File: config.mk
export PLATFORM = sky130hd
export DESIGN_NAME = leap_frame_ctrl
export DESIGN_NICKNAME = d
export VERILOG_FILES = /design/src/rtl/leap_pkg.sv /design/src/rtl/leap_sat_cnt.sv /design/src/rtl/leap_frame_ctrl.sv
export SDC_FILE = /design/constraint.sdc
export NUM_CORES = 1
export LEC_CHECK = 0
export CORE_MARGIN = 5
export CORE_UTILIZATION = 57
export CTS_BUF_LIST = sky130_fd_sc_hd__clkbuf_4 sky130_fd_sc_hd__clkbuf_8
export DETAILED_ROUTE_END_ITERATION = 10
export GPL_TIMING_DRIVEN = 0
export PLACE_DENSITY = 0.82
export SLEW_MARGIN = 20
export SYNTH_ARGS = -nofsm -noshare
export SYNTH_HDL_FRONTEND = slang
export SYNTH_HIERARCHICAL = 1
export SYNTH_SLANG_ARGS = --single-unit
File: constraint.sdc
create_clock -name clk -period 4.7 [get_ports clk]
set_input_delay 0.94 -clock clk [delete_from_list [all_inputs] [get_ports clk]]
set_output_delay 0.94 -clock clk [all_outputs]
set_load 0.05 [all_outputs]
File: src/rtl/leap_pkg.sv
// Shared types and constants for the sensor-link frame controller.
package leap_pkg;

    typedef enum logic [1:0] {
        HUNT    = 2'd0,
        COLLECT = 2'd1,
        CSUM    = 2'd2
    } leap_state_e;

    localparam logic [7:0] LEAP_SYNC    = 8'hA5;
    localparam int         LEAP_CNT_W   = 8;
    localparam int         LEAP_TIMER_W = 16;

endpackage

File: src/rtl/leap_sat_cnt.sv
// Saturating event counter with a synchronous clear that beats a same-cycle increment.
module leap_sat_cnt
    import leap_pkg::*;
(
    input  logic                  clk,
    input  logic                  rst_n,
    input  logic                  inc_i,
    input  logic                  clr_i,
    output logic [LEAP_CNT_W-1:0] cnt_o
);

    logic [LEAP_CNT_W-1:0] cnt_q;

    always_ff @(posedge clk or negedge rst_n) begin
        if (!rst_n) begin
            cnt_q <= '0;
        end else if (clr_i) begin
            cnt_q <= '0;
        end else if (inc_i && (cnt_q != '1)) begin
            cnt_q <= cnt_q + LEAP_CNT_W'(1);
        end
    end

    assign cnt_o = cnt_q;

endmodule

File: src/rtl/leap_frame_ctrl.sv
// Frame controller: sync hunt, payload collection, checksum and inter-byte timeout,
// feeding a one-entry valid/ready output buffer plus saturating error/drop counters.
module leap_frame_ctrl
    import leap_pkg::*;
#(
    parameter logic [7:0] SYNC_BYTE      = LEAP_SYNC,
    parameter int         PAYLOAD_BYTES  = 3,
    parameter int         TIMEOUT_CYCLES = 8680
) (
    input  logic                       clk,
    input  logic                       rst_n,
    input  logic [7:0]                 rx_byte,
    input  logic                       rx_valid,
    input  logic                       rx_frame_err,
    output logic [8*PAYLOAD_BYTES-1:0] frame_data,
    output logic                       frame_valid,
    input  logic                       frame_ready,
    input  logic                       clr_stats,
    output logic [LEAP_CNT_W-1:0]      err_cnt,
    output logic [LEAP_CNT_W-1:0]      drop_cnt,
    output logic [1:0]                 state
);

    localparam int IDX_W = (PAYLOAD_BYTES > 1) ? $clog2(PAYLOAD_BYTES) : 1;

    leap_state_e               state_q;
    logic [IDX_W-1:0]          idx_q;
    logic [7:0]                acc_q;
    logic [LEAP_TIMER_W-1:0]   timer_q;
    logic [8*PAYLOAD_BYTES-1:0] payload_q;
    logic [8*PAYLOAD_BYTES-1:0] frameData_q;
    logic                      frameValid_q;

    logic       active;
    logic       errFrame;
    logic       timeoutHit;
    logic       csumDone;
    logic [7:0] csumSum;
    logic       csumGood;
    logic       bufFree;
    logic       errInc;
    logic       dropInc;
    logic       loadFrame;

    // A receiver framing error wins over a byte arriving in the same cycle.
    assign active     = (state_q != HUNT);
    assign errFrame   = active && rx_frame_err;
    assign timeoutHit = active && !rx_frame_err && !rx_valid &&
                        (timer_q == LEAP_TIMER_W'(TIMEOUT_CYCLES - 1));
    assign csumDone   = (state_q == CSUM) && rx_valid && !rx_frame_err;
    assign csumSum    = acc_q + rx_byte;
    assign csumGood   = (csumSum == 8'h00);
    assign bufFree    = !frameValid_q || frame_ready;
    assign loadFrame  = csumDone && csumGood && bufFree;
    assign dropInc    = csumDone && csumGood && !bufFree;
    assign errInc     = errFrame || timeoutHit || (csumDone && !csumGood);

    always_ff @(posedge clk or negedge rst_n) begin
        if (!rst_n) begin
            state_q      <= HUNT;
            idx_q        <= '0;
            acc_q        <= '0;
            timer_q      <= '0;
            payload_q    <= '0;
            frameData_q  <= '0;
            frameValid_q <= 1'b0;
        end else begin
            if (frameValid_q && frame_ready) begin
                frameValid_q <= 1'b0;
            end
            if (loadFrame) begin
                frameData_q  <= payload_q;
                frameValid_q <= 1'b1;
            end

            unique case (state_q)
                HUNT: begin
                    timer_q <= '0;
                    if (rx_valid && (rx_byte == SYNC_BYTE)) begin
                        state_q <= COLLECT;
                        idx_q   <= '0;
                        acc_q   <= SYNC_BYTE;
                    end
                end
                COLLECT: begin
                    if (errFrame || timeoutHit) begin
                        state_q <= HUNT;
                        timer_q <= '0;
                    end else if (rx_valid) begin
                        for (int k = 0; k < PAYLOAD_BYTES; k++) begin
                            if (idx_q == IDX_W'(k)) begin
                                payload_q[8*k +: 8] <= rx_byte;
                            end
                        end
                        acc_q   <= acc_q + rx_byte;
                        timer_q <= '0;
                        idx_q   <= idx_q + IDX_W'(1);
                        if (idx_q == IDX_W'(PAYLOAD_BYTES - 1)) begin
                            state_q <= CSUM;
                        end
                    end else begin
                        timer_q <= timer_q + LEAP_TIMER_W'(1);
                    end
                end
                CSUM: begin
                    if (errFrame || timeoutHit || csumDone) begin
                        state_q <= HUNT;
                        timer_q <= '0;
                    end else begin
                        timer_q <= timer_q + LEAP_TIMER_W'(1);
                    end
                end
                default: begin
                    state_q <= HUNT;
                    timer_q <= '0;
                end
            endcase
        end
    end

    leap_sat_cnt u_errCnt (
        .clk   (clk),
        .rst_n (rst_n),
        .inc_i (errInc),
        .clr_i (clr_stats),
        .cnt_o (err_cnt)
    );

    leap_sat_cnt u_dropCnt (
        .clk   (clk),
        .rst_n (rst_n),
        .inc_i (dropInc),
        .clr_i (clr_stats),
        .cnt_o (drop_cnt)
    );

    assign frame_data  = frameData_q;
    assign frame_valid = frameValid_q;
    assign state       = state_q;

endmodule

Word-level counts from Yosys, hierarchy flattened
Index checks and enable logic that the tools add are counted.
- bits in latches: 0
- bits of input ports: 14
- memory bits (writable): 0
- register bits after elaboration: 93
- memories kept: 0
- ROM bits: 0
- output and inout bits: 43
- divide/modulo/power cells: 0
- multiply operators: 0
- bitwise operators: 1
- magnitude comparators: 0
- multiplexer cells: 24
- reduce and logical (&&, ||, !) cells: 36
- add/subtract/negate cells: 5
- eq/ne operators: 14
- shift operators: 0
- operators by type and width (kind ; number):
    $mux 8 ; 7
    $mux 16 ; 3
    $pmux 16 s2 ; 1
    $reduce_and 4->1 ; 5
    $add 16x1->16 const B ; 1
    $add 8x1->8 const B ; 2
    $eq 16x14->1 const B ; 1
    $mux 2 ; 8
    $ne 8x8->1 const B ; 2
    $pmux 8 s2 ; 1
    $logic_and 1x1->1 ; 14
    $reduce_bool 2->1 ; 5
    $add 8x8->8 ; 1
    $eq 8x8->1 const B ; 1
    $logic_not 8->1 ; 1
    $ne 2x2->1 const B ; 3
    $ne 3x3->1 const B ; 2
    $pmux 2 s3 ; 1
    $logic_not 1->1 ; 5
    $eq 2x1->1 const B ; 2
    $eq 2x2->1 const B ; 2
    $logic_not 2->1 ; 2
    $logic_or 1x1->1 ; 4
    $pmux 2 s2 ; 1
    other kinds (4) ; 5

Longest topological paths before layout
- depth after elaboration: 9
- mapped depth: 12
- mapped depth without buffers: 11

Hierarchy
Netlist, hierarchy kept.
- modules (own cells, without submodules) (module ; times used ; area each (sq um) ; cells an instance):
    leap_frame_ctrl ; 1 ; 3677.3 ; 277
    leap_sat_cnt ; 2 ; 464.2 ; 49

Least setup slack after synthesis
OpenSTA, ideal clock, no wires.
- kind: input port to flip-flop
- start point: in rx_byte[0]
- end point: reg u_dropCnt.cnt_q[7], in the netlist u_dropCnt/cnt_o[7]
- path buffers: 1
- stages on the path: 11
- arrival: 3516 ps
- path slack: 1091 ps
- cells stage by stage: ha_1 -> fa_1 -> xor2_1 -> or3_1 -> nor4_2 -> nand4bb_1 -> nor2_1 -> buf_2 -> nand3_1 -> or3_1 -> a211oi_1
- longest elaborated chain between the ends: 6
- ends and longest elaborated chain (element ; line ; source):
    start, declared ; leap_frame_ctrl.sv:12 ; input logic [7:0] rx_byte,
    $add 8x8->8 ; leap_frame_ctrl.sv:51 ; assign csumSum = acc_q + rx_byte;
    $logic_not 8->1 ; leap_frame_ctrl.sv:52 ; assign csumGood = (csumSum == 8'h00);
    $logic_and 1x1->1 (2 in series) ; leap_frame_ctrl.sv:55 ; assign dropInc = csumDone && csumGood && !bufFree;
    via dropInc ; leap_frame_ctrl.sv:42 ; logic dropInc;
    $logic_and 1x1->1 ; leap_sat_cnt.sv:19 ; end else if (inc_i && (cnt_q != '1)) begin
    $reduce_bool 2->1 (no source line) ; - ;
    end signal, assigned ; leap_sat_cnt.sv:20 ; cnt_q <= cnt_q + LEAP_CNT_W'(1);
    end, declared ; leap_sat_cnt.sv:12 ; logic [LEAP_CNT_W-1:0] cnt_q;
The timed path passes the listed nets, and every way through them passes these cells.
A chain may end at the register's enable or synchronous reset.

Final worst setup path
Same ends and word-level chain as after synthesis.

==> reports/metrics.cfg <==
[sta]
hold_viol=0
finalMaxSlewViolations=0
rsz0062_at_grt=false
clock.fmax_mhz=241
period_needed_ns=4.14
fin_setup_tns_ns=0
fin_skew_ns=0.0107
setup_slack_ns=0.557
setup_viol=0
tightest_slew_ns=0.758
finalCritPeriodShare_pct=88.1
maxSlewHeadroom_pct=49.2

[cts]
cts_setup_buffers=0
clock-sinks=93
clock-root-buffer=clkbuf_8
cts_tree=yes
clk_latency_ns=0.36
cts_buffer_depth=2
cts_buffers=9
h-tree-depth=3
cts_hold_buf=0
cts_resized=0
path_clk_slew_ns=0.10

[setup_path]
critPathRequiredTime_ns=4.97
endpoint_kind=flip-flop
crit_type=input port to flip-flop
cp_max_fo=9
timing.rr.end=u_dropCnt/cnt_o[7]
critical_path_arrival_ns=4.41
reg2reg_setup_slack_ns=1.33
reg2reg_from=acc_q[0]
critPathLaunchType=input port
reg2regPathDepth=11

[routing]
wl_per_cell_um=16.5
vias_per_cell=5.70
drc=0
wl_mm=9.06
ant_nets=0
drt_iter0_markers=95
drtPass1Iterations=6
via_count=3132

[floorplanning]
num_rows=32
core_area_sq_um=7810
io_pins=57
start_util_pct=59.0
die_w_um=99.9
die_h_um=99.9
die_area_sq_um=9980

[placement]
io_buffers=55
hpwl_mm=6.53
dp_slack_ns=0.157
routabilityCongestion=0.813

[global_route]
grtUsageMet1_pct=26.2
grt_max_degree=66
grt_use_total_pct=19.1
overflow=0
busiest_layer=met2
grt_pass1_wl_mm=15.2
use_met3_pct=2.99
grt_pass1_vias=3120
antenna_found_initial=0
met2_usage_pct=30.9

[cells_and_area]
nNetsFinal=473
nFillCells=585
n_antenna_cell=0
drive_gt1_share_pct=21.0
syn_to_final_growth_pct=20.0

[yosys]
seq_area_frac_synth_pct=50.5
synth_flop_cell=dfrtp_1
netlist.area_leader.share_pct=50.5
synth.largest_area_cell=dfrtp_1
async_reset_ff_share_pct=100
synth-edff-count=0
ys_ff_latch=93
synthDistinctLibCells=59
synth.avg_cell_area_sq_um=12.3
syn_inst=375
synth_area_sq_um=4610
yosysWarningCount=6
ys_top_cells_by_area=dfrtp_1, mux2_2, mux2_4
syn-num-nets=406

[pwr]
power_density_nw_per_um2=423
p_leak_uw=0.00250
ir_drop_uv=395

[min_path]
min_path_type=input port to async pin

[run]
max_cap_viol_count=0

[outcome]
status=complete, no violations

per-layer routing:
layer,share of wire [%],up-vias
met5,0,-
met4,1.9,0
met3,3.4,13
met2,49,62
met1,46,1566
li1,-,1491
critical path: stages:
cell	delay (ns)
clkdlybuf4s50_1	0.51
ha_1	0.29
fa_1	0.42
xor2_1	0.19
or3_1	0.34
nor4_2	0.48
nand4bb_1	0.21
nor2_1	0.11
buf_2	0.19
nand3_1	0.17
or3_1	0.34
a211oi_1	0.23
cells in the final DEF, fill, tap and decap left out, drive strengths merged, types with 10 or more instances in the layout:
cell type      count
a21oi             10
clkbuf            13
clkdlybuf4s50     54
dfrtp             93
ha                16
inv               14
mux2              53
nand2             16
nand3             13
nor2              34
xor2              12
final cells by class:
cell class                      instances  area [sq um]  share of cell area (%)
Sequential cell                        93          2330                    42.1
Multi-Input combinational cell        262          2170                    39.3
Timing Repair Buffer                   56           579                    10.5
Clock buffer                           10           138                    2.49
Tap cell                              102           128                    2.31
Clock inverter                          6          75.1                    1.36
Buffer                                 10          67.6                    1.22
Inverter                               10          37.5                   0.679
power by group:
part / switching [uW] / internal (uW)
sequential: 90.1 / 944
clock: 295 / 270
combinational: 406 / 331
worst max path at each step:
stage / cells after the start / end / slack (ns) / from
global route: 13 / u_dropCnt/cnt_o[7] / 0.31 / rx_byte[0]
CTS: 12 / u_dropCnt/cnt_o[7] / 0.56 / rx_byte[0]
finish: 12 / u_dropCnt/cnt_o[7] / 0.56 / rx_byte[0]
detailed placement: 12 / u_dropCnt/cnt_o[7] / 0.16 / rx_byte[0]
global placement: 1 / timer_q[2] / -0.63 / rst_n
floorplan: 11 / u_dropCnt/cnt_o[7] / 1.09 / rx_byte[0]
registers in the layout (all words and copies together) (netlist names):
register,cells
frame_valid,1
payload_q,24
idx_q,2
acc_q,8
u_errCnt/cnt_o,8
state,2
timer_q,16
frame_data,24
u_dropCnt/cnt_o,8
Yosys cell counts (2+ instances only):
| master | number |
|---|---|
| dfrtp_1 | 93 |
| nor2_1 | 34 |
| mux2_2 | 33 |
| mux2_4 | 20 |
| ha_1 | 16 |
| nand2_1 | 16 |
| xor2_1 | 12 |
| a21oi_1 | 10 |
| inv_1 | 10 |
| nand3_1 | 10 |
| xnor2_1 | 9 |
| nor3_1 | 8 |
| nand2b_1 | 7 |
| nor2b_1 | 7 |
| o21ai_0 | 7 |
| a22o_1 | 5 |
| and3_1 | 5 |
| nand4_1 | 4 |
| a211oi_1 | 3 |
| a31oi_1 | 3 |
| a41oi_1 | 3 |
| buf_2 | 3 |
| buf_6 | 3 |
| clkbuf_1 | 3 |
| nand3_2 | 3 |
| nand4_4 | 3 |
| or3_1 | 3 |
| a2111oi_0 | 2 |
| a21boi_1 | 2 |
| a21o_1 | 2 |
| and4_1 | 2 |
| and4_2 | 2 |
| mux2i_1 | 2 |
| nand3b_1 | 2 |
| nor3b_1 | 2 |
| nor4_1 | 2 |
| o22a_1 | 2 |
cell families after synthesis:
kind of cell    synth area share (%)
buf+inv                         2.28
xor+xnor                        3.99
compound gates                  7.50
mux                             15.0
fa+ha+maj                       4.78
flops                           50.5
simple gates                    15.9
per-stage QoR:
stage	utilization (%)	hold WS (ns)	instances	total power (uW)	area [sq um]
finish	70.8	0.423	549	2340	5530
global route	70.8	0.430	549	2470	5530
CTS	70.8	0.422	549	2350	5530
detailed placement	68.0	0.463	533	1780	5310
global placement	67.7	0.444	532	1740	5280
floorplan	-	0.431	375	1590	4610
Note: power is estimated with default switching activity, not from simulation.
